===== src/rtl/spike_rate_decoder.sv =====
// Spike-train readout: per-channel spike counts over a programmable window plus
// the most recent inter-spike interval, delivered as one snapshot per window.
module spike_rate_decoder #(
    parameter int unsigned N_CH      = 2,
    parameter int unsigned WIN_BITS  = 8,
    parameter int unsigned CNT_WIDTH = 8,
    parameter int unsigned ISI_WIDTH = 8
) (
    input  logic                          clk,
    input  logic                          reset,
    input  logic                          enable,
    input  logic [N_CH-1:0]               spike_in,
    input  logic [WIN_BITS-1:0]           window_len,
    output logic [N_CH*CNT_WIDTH-1:0]     rate_out,
    output logic [N_CH*ISI_WIDTH-1:0]     isi_out,
    output logic                          out_valid,
    input  logic                          out_ready,
    output logic                          overrun
);

    localparam logic [CNT_WIDTH-1:0] CNT_MAX = '1;
    localparam logic [ISI_WIDTH-1:0] ISI_MAX = '1;

    typedef enum logic {IDLE, COUNT} state_t;

    state_t                state, next_state;
    logic [WIN_BITS-1:0]   wcnt, win_q, cur_last;
    logic [N_CH-1:0]       spike_prev, seen, ev;
    logic [CNT_WIDTH-1:0]  cnt      [N_CH];
    logic [CNT_WIDTH-1:0]  cnt_next [N_CH];
    logic [ISI_WIDTH-1:0]  timer      [N_CH];
    logic [ISI_WIDTH-1:0]  timer_next [N_CH];
    logic [ISI_WIDTH-1:0]  isi_last [N_CH];
    logic [ISI_WIDTH-1:0]  isi_next [N_CH];
    logic                  win_close, accept, xfer;

    // State register
    always_ff @(posedge clk or posedge reset) begin
        if (reset) state <= IDLE;
        else       state <= next_state;
    end

    // Next state and next datapath values; the entry edge already uses the live window_len
    always_comb begin
        next_state = IDLE;
        cur_last   = win_q;
        ev         = '0;
        win_close  = 1'b0;
        accept     = 1'b0;
        xfer       = 1'b0;
        for (int c = 0; c < N_CH; c++) begin
            cnt_next[c]   = cnt[c];
            timer_next[c] = timer[c];
            isi_next[c]   = isi_last[c];
        end

        if (enable) next_state = COUNT;
        if (state == IDLE) cur_last = window_len;
        ev        = spike_in & ~spike_prev;
        win_close = enable && (wcnt == cur_last);
        accept    = !out_valid || out_ready;
        xfer      = out_valid && out_ready;

        for (int c = 0; c < N_CH; c++) begin
            if (ev[c] && (cnt[c] != CNT_MAX)) cnt_next[c] = cnt[c] + CNT_WIDTH'(1);
            if (ev[c])                        timer_next[c] = ISI_WIDTH'(1);
            else if (timer[c] != ISI_MAX)     timer_next[c] = timer[c] + ISI_WIDTH'(1);
            if (ev[c] && seen[c])             isi_next[c] = timer[c];
        end
    end

    // Counting datapath and registered snapshot outputs
    always_ff @(posedge clk or posedge reset) begin
        if (reset) begin
            wcnt       <= '0;
            win_q      <= '0;
            spike_prev <= '0;
            seen       <= '0;
            rate_out   <= '0;
            isi_out    <= '0;
            out_valid  <= 1'b0;
            overrun    <= 1'b0;
            for (int c = 0; c < N_CH; c++) begin
                cnt[c]      <= '0;
                timer[c]    <= '0;
                isi_last[c] <= '0;
            end
        end else begin
            if (!enable) begin
                wcnt       <= '0;
                win_q      <= '0;
                spike_prev <= '0;
                seen       <= '0;
                for (int c = 0; c < N_CH; c++) begin
                    cnt[c]      <= '0;
                    timer[c]    <= '0;
                    isi_last[c] <= '0;
                end
            end else begin
                spike_prev <= spike_in;
                seen       <= seen | ev;
                if (state == IDLE) win_q <= window_len;
                for (int c = 0; c < N_CH; c++) begin
                    timer[c]    <= timer_next[c];
                    isi_last[c] <= isi_next[c];
                end
                if (win_close) begin
                    wcnt  <= '0;
                    win_q <= window_len;
                    for (int c = 0; c < N_CH; c++) cnt[c] <= '0;
                end else begin
                    wcnt <= wcnt + WIN_BITS'(1);
                    for (int c = 0; c < N_CH; c++) cnt[c] <= cnt_next[c];
                end
            end

            // A pending, unaccepted snapshot wins over a newly closed window
            if (win_close && accept) begin
                out_valid <= 1'b1;
                for (int c = 0; c < N_CH; c++) begin
                    rate_out[c*CNT_WIDTH +: CNT_WIDTH] <= cnt_next[c];
                    isi_out[c*ISI_WIDTH +: ISI_WIDTH]  <= isi_next[c];
                end
            end else if (win_close) begin
                overrun <= 1'b1;
            end else if (xfer) begin
                out_valid <= 1'b0;
            end
        end
    end

endmodule

===== config.mk =====
export PLATFORM = sky130hd
export DESIGN_NAME = spike_rate_decoder
export DESIGN_NICKNAME = d
export VERILOG_FILES = /design/src/rtl/spike_rate_decoder.sv
export SDC_FILE = /design/constraint.sdc
export NUM_CORES = 1
export LEC_CHECK = 0
export CORE_MARGIN = 2
export CORE_UTILIZATION = 40
export CTS_CLUSTER_SIZE = 28
export DETAILED_ROUTE_END_ITERATION = 8
export GPL_ROUTABILITY_DRIVEN = 0
export SETUP_SLACK_MARGIN = 0.3
export SLEW_MARGIN = 20
export SYNTH_ARGS = -nofsm -noshare
export SYNTH_HDL_FRONTEND = slang
export SYNTH_SLANG_ARGS = --single-unit

===== constraint.sdc =====
create_clock -name clk -period 3.5 [get_ports clk]
set_input_delay 0.7 -clock clk [delete_from_list [all_inputs] [get_ports clk]]
set_output_delay 0.7 -clock clk [all_outputs]
set_load 0.02 [all_outputs]

==> results of run 1 <==
[metal layers]
| metal | wire length (um) | share of wire, % | vias up |
|---|---|---|---|
| met1 | 4078 | 48 | 1517 |
| met3 | 253 | 3.0 | 5 |
| met4 | 96 | 1.1 | 0 |
| li1 | - | - | 1508 |
| met2 | 4098 | 48 | 37 |
| met5 | 0 | 0 | - |
[logic make-up after synthesis]
logic type	after synthesis	share of synthesized area, %
compound gates	21	2.903
simple gates	147	16.03
mux	72	15.50
xor+xnor	29	5.406
fa+ha+maj	5	1.332
flops	103	54.86
buf+inv	44	3.968
[synth_stat cells (6+ instances only)]
master    instances
and3_1           12
dfrtp_1         103
nand2_1          33
xor2_1           20
clkbuf_1          6
nor2_1           38
nand4_1           8
xnor2_1           9
nor2b_1          21
inv_1            31
mux2i_1          69
nand3_1          15
[registers in the layout, summed over array words and instances (netlist names)]
register	flops
overrun	1
isi_last	16
rate_out	16
timer	16
win_q	8
isi_out	16
cnt	16
state	1
out_valid	1
seen	2
spike_prev	2
wcnt	8
[per-stage QoR]
step / utilization [%] / instances / worst slack, ns
finish: 49.69 / 622 / 0.9425
global route: 49.69 / 622 / 0.8050
CTS: 49.69 / 622 / 0.9195
detailed placement: 46.89 / 606 / 0.5656
global placement: 46.89 / 606 / 0.6211
floorplan: - / 421 / 1.456
[layout make-up]
class	count	area share, %
clock buffers	9	3.969
flip-flops and latches	103	45.42
inverters	31	2.117
multi-input cells	274	34.09
clock inverters	7	1.676
repair buffers	55	9.570
well taps	143	3.153
[critical path: cells and delay by family]
kind | cells | cell delay (ns)
xor gates and xnor gates | 1 | 0.18
muxes | 2 | 0.21
and+or+nand+nor | 2 | 0.84
buffers and inverters | 2 | 0.85
[where the power goes]
part	switching [W]	internal, W	total (W)
registers	0.000109	0.00138	0.00149
logic	0.000452	0.000431	0.000883
clock network	0.000436	0.000627	0.00106
total	0.000997	0.00244	0.00344
[worst min-delay path by stage]
stage | startpoint | end | slack, ns | depth (start not counted)
detailed placement | overrun | overrun | 0.46 | 1
global route | seen[0] | seen[0] | 0.50 | 1
CTS | overrun | overrun | 0.49 | 1
finish | seen[0] | seen[0] | 0.49 | 1
global placement | overrun | overrun | 0.47 | 1
floorplan | seen[0] | seen[0] | 0.46 | 1
==> flow_results.xml, run 1 <==
<?xml version="1.0" encoding="UTF-8"?>
<metrics>
  <group name="run_status">
    <metric name="status" unit="">finished, final reports clean</metric>
  </group>
  <group name="grt">
    <metric name="global_route_overflow" unit="">0</metric>
    <metric name="first_global_vias" unit="">3095</metric>
    <metric name="grtUsageMet3" unit="%">4.644</metric>
    <metric name="grt_start_max_net_pins" unit="">68</metric>
    <metric name="globalRouteMet1Util" unit="%">19.28</metric>
    <metric name="grt_first_pass_wirelength" unit="um">14970</metric>
    <metric name="gr-usage-met2" unit="%">24.10</metric>
    <metric name="global_route.usage.total" unit="%">14.81</metric>
    <metric name="grt_most_used_layer" unit="">met2</metric>
    <metric name="number_of_antenna_violations_at_the_first_check_in_global_routing" unit="">0</metric>
  </group>
  <group name="worst_setup_path">
    <metric name="biggest_fanout_along_the_worst_timing_path" unit="">13</metric>
    <metric name="worstPathCellList" unit="">clkdlybuf4s50_1 &gt; mux2i_1 &gt; xnor2_1 &gt; nor4_4 &gt; nand3_2 &gt; buf_4 &gt; mux2i_1</metric>
    <metric name="worst_setup_path_end_kind" unit="">flop</metric>
    <metric name="critPathLaunch" unit="">window_len[4]</metric>
    <metric name="critical_path_required" unit="ns">3.72</metric>
    <metric name="critPathLaunchType" unit="">primary input</metric>
    <metric name="worst_r2r_path_depth" unit="">6</metric>
    <metric name="crit_type" unit="">in2reg</metric>
    <metric name="worstReg2RegEnd" unit="">isi_out[10]</metric>
    <metric name="slowest_delay" unit="ns">0.48</metric>
    <metric name="endpoint" unit="">isi_out[10]</metric>
    <metric name="crit-reg2reg-launch" unit="">state</metric>
    <metric name="cp_slowest_cell" unit="">clkdlybuf4s50_1</metric>
    <metric name="timing.critical_path.arrival" unit="ns">2.77</metric>
    <metric name="timing.reg2reg.setup_slack" unit="ns">1.01</metric>
    <metric name="worst_path_most_repeated_cell" unit="">mux2i_1</metric>
  </group>
  <group name="sta">
    <metric name="timing.final.hold_violations" unit="">0</metric>
    <metric name="maxClockFrequency" unit="GHz">0.3910</metric>
    <metric name="grt_setup_unrepaired" unit="">false</metric>
    <metric name="finalSetupViolations" unit="">0</metric>
    <metric name="final_max_slew_viol_count" unit="">0</metric>
    <metric name="timing.setup.tns" unit="ns">0</metric>
    <metric name="final_min_period_over_clock_period" unit="%">73.07</metric>
    <metric name="period_needed" unit="ns">2.558</metric>
    <metric name="finClkSkew" unit="ns">0.009856</metric>
    <metric name="hold_ws" unit="ns">0.4912</metric>
    <metric name="worst_pin_slew" unit="ns">0.8098</metric>
    <metric name="slew_headroom" unit="%">45.90</metric>
  </group>
  <group name="synth">
    <metric name="synth_enable_flop_cells" unit="">0</metric>
    <metric name="synth.area.top_cells" unit="">dfrtp_1 55%, mux2i_1 15%, xor2_1 3.7%</metric>
    <metric name="async_flop_share" unit="%">100.0</metric>
    <metric name="synthDominantCellAreaShare" unit="%">54.86</metric>
    <metric name="ys.warnings.count" unit="">0</metric>
    <metric name="netlist_area" unit="sq um">4698</metric>
    <metric name="ys_dominant_reg_cell" unit="">dfrtp_1</metric>
    <metric name="ys_seq_area_share" unit="%">54.86</metric>
    <metric name="postSynthNetCount" unit="">440</metric>
    <metric name="post_synth_top_area_cell" unit="">dfrtp_1</metric>
    <metric name="synthDistinctLibCells" unit="">33</metric>
    <metric name="mean_area_per_synthesized_cell" unit="sq um">11.16</metric>
    <metric name="synth-seq-cells" unit="">103</metric>
    <metric name="syn_inst" unit="">421</metric>
  </group>
  <group name="cts">
    <metric name="cts_made_buffers" unit="">9</metric>
    <metric name="cts_num_sinks" unit="">103</metric>
    <metric name="cts.reportedPaths.clkPinSlew" unit="ns">0.07</metric>
    <metric name="cts_buffer_depth" unit="">2</metric>
    <metric name="tritoncts" unit="">yes</metric>
    <metric name="cts_repair_resize_count" unit="">0</metric>
    <metric name="root_buffer" unit="">clkbuf_16</metric>
    <metric name="cts_hold_buffers" unit="">0</metric>
    <metric name="cts-htree-levels" unit="">3</metric>
    <metric name="worstSkewPairLatency" unit="ns">0.35</metric>
    <metric name="postCtsSetupRepairBufs" unit="">0</metric>
  </group>
  <group name="drt">
    <metric name="dr_total_vias" unit="">3067</metric>
    <metric name="drt-wirelength-per-cell" unit="um">13.71</metric>
    <metric name="initialDrtViolationCount" unit="">158</metric>
    <metric name="avgViaCountPerCell" unit="">4.931</metric>
    <metric name="drtPass1Iterations" unit="">4</metric>
    <metric name="ant_nets" unit="">0</metric>
    <metric name="routed_wl" unit="um">8526</metric>
    <metric name="drc_errors" unit="">0</metric>
  </group>
  <group name="final_layout">
    <metric name="final.fill_count" unit="">1082</metric>
    <metric name="ff_latch_area" unit="sq um">2577</metric>
    <metric name="multiInputGateArea" unit="sq um">1934</metric>
    <metric name="area_growth_syn_to_layout" unit="%">20.77</metric>
    <metric name="layout.cells.most_common" unit="">dfrtp_1</metric>
    <metric name="total_non_filler_cell_area_in_the_finished_layout" unit="sq um">5674</metric>
    <metric name="antennaDiodeCount" unit="">0</metric>
    <metric name="post_route_cells_drive_above_1_share" unit="%">6.681</metric>
    <metric name="layout.nets" unit="">493</metric>
    <metric name="leading_cell_types_in_the_layout_fill_and_taps_excluded" unit="">103 x dfrtp_1, 69 x mux2i_1, 47 x clkdlybuf4s50_1, 38 x nor2_1, 33 x nand2_1</metric>
  </group>
  <group name="floorplanning">
    <metric name="start_util" unit="%">41.15</metric>
    <metric name="placementRows" unit="">39</metric>
    <metric name="die_w" unit="um">112.4</metric>
    <metric name="total_core_area" unit="sq um">11420</metric>
    <metric name="pin_count" unit="">48</metric>
    <metric name="floorplan.die.height" unit="um">112.4</metric>
    <metric name="die_area" unit="sq um">12630</metric>
  </group>
  <group name="place">
    <metric name="place_area" unit="sq um">5354</metric>
    <metric name="post-dp-hpwl" unit="um">5796</metric>
    <metric name="numPortBuffers" unit="">47</metric>
  </group>
  <group name="power_and_ir_drop">
    <metric name="leak" unit="nW">2.926</metric>
    <metric name="peakVddDrop" unit="V">0.0003500</metric>
    <metric name="power.total" unit="W">0.003438</metric>
    <metric name="cellPowerDensity" unit="nW/um^2">606.0</metric>
  </group>
  <group name="worst_hold_path">
    <metric name="hold_path_class" unit="">reg2reg</metric>
  </group>
  <group name="flow_run">
    <metric name="max-cap-violations" unit="">0</metric>
  </group>
</metrics>
Power figures use the tool's default switching activity.
==> run 2: changes to the inputs <==
==> constraint.sdc (replaced) <==
create_clock -name clk -period 2.7 [get_ports clk]
set_input_delay 0.54 -clock clk [delete_from_list [all_inputs] [get_ports clk]]
set_output_delay 0.54 -clock clk [all_outputs]
set_load 0.02 [all_outputs]
==> run 2 against run 1 <==
Net effect:
- critical path depth unchanged
- die area unchanged
- non-clock buffer count up 2
- global-route usage up 0.13 points
- power up 29%
- first-iteration DRC count down 30%
- via count up 0.29%
- clock-buffer cell count unchanged
- sequential cell count unchanged
- critical path type unchanged
- critical endpoint is now rate_out[7]
==> flow_results.xml, run 2 (synthesis results as in run 1) <==
<?xml version="1.0" encoding="UTF-8"?>
<metrics>
  <group name="cts">
    <metric name="root_buffer" unit="">clkbuf_16</metric>
    <metric name="worstSkewPairLatency" unit="ns">0.34</metric>
    <metric name="tritoncts" unit="">yes</metric>
    <metric name="cts_num_sinks" unit="">103</metric>
    <metric name="cts-htree-levels" unit="">3</metric>
    <metric name="cts_hold_buffers" unit="">0</metric>
    <metric name="cts_made_buffers" unit="">9</metric>
    <metric name="postCtsSetupRepairBufs" unit="">0</metric>
    <metric name="cts_buffer_depth" unit="">2</metric>
    <metric name="cts.reportedPaths.clkPinSlew" unit="ns">0.07</metric>
  </group>
  <group name="final_layout">
    <metric name="total_non_filler_cell_area_in_the_finished_layout" unit="sq um">5702</metric>
    <metric name="layout.nets" unit="">495</metric>
    <metric name="post_route_cells_drive_above_1_share" unit="%">7.277</metric>
    <metric name="final.fill_count" unit="">1063</metric>
    <metric name="finish.cell_count_without_fillers" unit="">624</metric>
    <metric name="layout.cells.most_common" unit="">dfrtp_1</metric>
    <metric name="leading_cell_types_in_the_layout_fill_and_taps_excluded" unit="">102 x dfrtp_1, 69 x mux2i_1, 47 x clkdlybuf4s50_1, 38 x nor2_1, 33 x nand2_1</metric>
    <metric name="antennaDiodeCount" unit="">0</metric>
    <metric name="ff_latch_area" unit="sq um">2579</metric>
    <metric name="multiInputGateArea" unit="sq um">1934</metric>
    <metric name="area_growth_syn_to_layout" unit="%">21.36</metric>
  </group>
  <group name="sta">
    <metric name="period_needed" unit="ns">2.156</metric>
    <metric name="slew_headroom" unit="%">61.32</metric>
    <metric name="finalSetupViolations" unit="">0</metric>
    <metric name="worst_pin_slew" unit="ns">0.5803</metric>
    <metric name="final_min_period_over_clock_period" unit="%">79.85</metric>
    <metric name="finClkSkew" unit="ns">0.006216</metric>
    <metric name="maxClockFrequency" unit="GHz">0.4638</metric>
    <metric name="timing.final.hold_violations" unit="">0</metric>
    <metric name="grt_setup_unrepaired" unit="">false</metric>
    <metric name="hold_ws" unit="ns">0.4874</metric>
    <metric name="timing.setup.tns" unit="ns">0</metric>
    <metric name="final_max_slew_viol_count" unit="">0</metric>
  </group>
  <group name="drt">
    <metric name="avgViaCountPerCell" unit="">4.929</metric>
    <metric name="drtPass1Iterations" unit="">4</metric>
    <metric name="drt-wirelength-per-cell" unit="um">13.91</metric>
    <metric name="routed_wl" unit="um">8680</metric>
    <metric name="dr_total_vias" unit="">3076</metric>
    <metric name="initialDrtViolationCount" unit="">110</metric>
    <metric name="ant_nets" unit="">0</metric>
    <metric name="drc_errors" unit="">0</metric>
  </group>
  <group name="worst_setup_path">
    <metric name="crit-reg2reg-launch" unit="">state</metric>
    <metric name="critical_path.n_buffers_inverters" unit="">2</metric>
    <metric name="critPathLaunchType" unit="">primary input</metric>
    <metric name="crit_type" unit="">in2reg</metric>
    <metric name="critical_path_required" unit="ns">2.92</metric>
    <metric name="timing.critical_path.arrival" unit="ns">2.38</metric>
    <metric name="slowest_delay" unit="ns">0.44</metric>
    <metric name="timing.reg2reg.setup_slack" unit="ns">0.60</metric>
    <metric name="critPathLaunch" unit="">window_len[5]</metric>
    <metric name="worst_path_dominant_cell_family" unit="">buffers and inverters</metric>
    <metric name="endpoint" unit="">rate_out[7]</metric>
    <metric name="worstPathCellList" unit="">clkdlybuf4s50_1 &gt; mux2i_1 &gt; mux2i_1 &gt; and4_1 &gt; nand3_2 &gt; buf_4 &gt; mux2i_1</metric>
    <metric name="worstReg2RegEnd" unit="">rate_out[7]</metric>
    <metric name="worst_r2r_path_depth" unit="">6</metric>
    <metric name="worst_path_most_repeated_cell" unit="">mux2i_1</metric>
    <metric name="cp_num_cells" unit="">7</metric>
    <metric name="biggest_fanout_along_the_worst_timing_path" unit="">9</metric>
    <metric name="cp_slowest_cell" unit="">clkdlybuf4s50_1</metric>
    <metric name="worst_setup_path_end_kind" unit="">flop</metric>
  </group>
  <group name="power_and_ir_drop">
    <metric name="cellPowerDensity" unit="nW/um^2">774.9</metric>
    <metric name="leak" unit="nW">2.931</metric>
    <metric name="peakVddDrop" unit="V">0.0004538</metric>
  </group>
  <group name="place">
    <metric name="place_area" unit="sq um">5394</metric>
    <metric name="numPortBuffers" unit="">47</metric>
    <metric name="post-dp-hpwl" unit="um">5807</metric>
    <metric name="placed_cell_count" unit="">608</metric>
  </group>
  <group name="grt">
    <metric name="grt_start_max_net_pins" unit="">104</metric>
    <metric name="first_global_vias" unit="">3128</metric>
    <metric name="global_route_overflow" unit="">0</metric>
    <metric name="number_of_antenna_violations_at_the_first_check_in_global_routing" unit="">0</metric>
    <metric name="global_route.usage.total" unit="%">14.94</metric>
    <metric name="grt_first_pass_wirelength" unit="um">15500</metric>
  </group>
  <group name="worst_hold_path">
    <metric name="hold_path_class" unit="">reg2reg</metric>
  </group>
  <group name="floorplanning">
    <metric name="die_w" unit="um">112.4</metric>
    <metric name="floorplan.die.height" unit="um">112.4</metric>
    <metric name="start_util" unit="%">41.15</metric>
    <metric name="pin_count" unit="">48</metric>
    <metric name="placementRows" unit="">39</metric>
    <metric name="die_area" unit="sq um">12630</metric>
    <metric name="total_core_area" unit="sq um">11420</metric>
  </group>
  <group name="flow_run">
    <metric name="max-cap-violations" unit="">0</metric>
  </group>
  <group name="run_status">
    <metric name="status" unit="">finished, final reports clean</metric>
  </group>
</metrics>
-- run 2: area by class of cell --
class,count,area share [%]
inverters,31,2.107
well taps,143,3.138
clock inverters,7,1.426
repair buffers,57,10.23
clock buffers,9,3.950
flip-flops and latches,103,45.23
multi-input cells,274,33.93
-- run 2: power breakdown --
group | internal, W | switching [W]
Sequential | 0.00179 | 0.000150
Combinational | 0.000565 | 0.000583
Clock | 0.000730 | 0.000597
Total | 0.00309 | 0.00133
-- run 2: worst min path at each step --
stage                     endpoint  slack [ns]  cells past startpoint    start
after floorplan            seen[0]        0.46                      1  seen[0]
after CTS                  overrun        0.49                      1  overrun
final                      overrun        0.49                      1  overrun
after detailed placement   overrun        0.47                      1  overrun
after global placement     overrun        0.47                      1  overrun
after global routing       seen[0]        0.52                      1  seen[0]
-- run 2: worst reg2reg max path: cells and delay by family, from the launching register on --
family                 cells  cell delay [ns]
multiplexers               3             0.59
AND/OR/NAND/NOR            2             0.56
flip-flops                 1             0.52
buffers and inverters      1             0.31
-- run 2: through the flow --
step	setup slack [ns]	power (W)	utilization, %
after floorplan	0.8156	0.002559	-
after global placement	0.2345	0.003123	47.24
after detailed placement	0.1878	0.003146	47.24
after CTS	0.4422	0.004484	49.92
after global routing	0.4116	0.004657	49.93
final	0.5441	0.004418	49.93
-- run 2: routing by layer --
layer  global-route usage (%)  vias to the layer above  share of wire [%]  wire (um)
met1                    21.62                     1508                 50       4307
met3                    2.376                        8                2.8        247
met4                    5.122                        0                1.3        111
met2                    23.09                       42                 46       4014
li1                         -                     1518                  -          -
met5                        0                        -                  0          0
-- run 2: timing repair --
action / 4_1_cts / 5_1_grt
setup endpoints to repair: 0 / 1
hold endpoints to repair: 0 / 0
resized for setup: 0 / 1
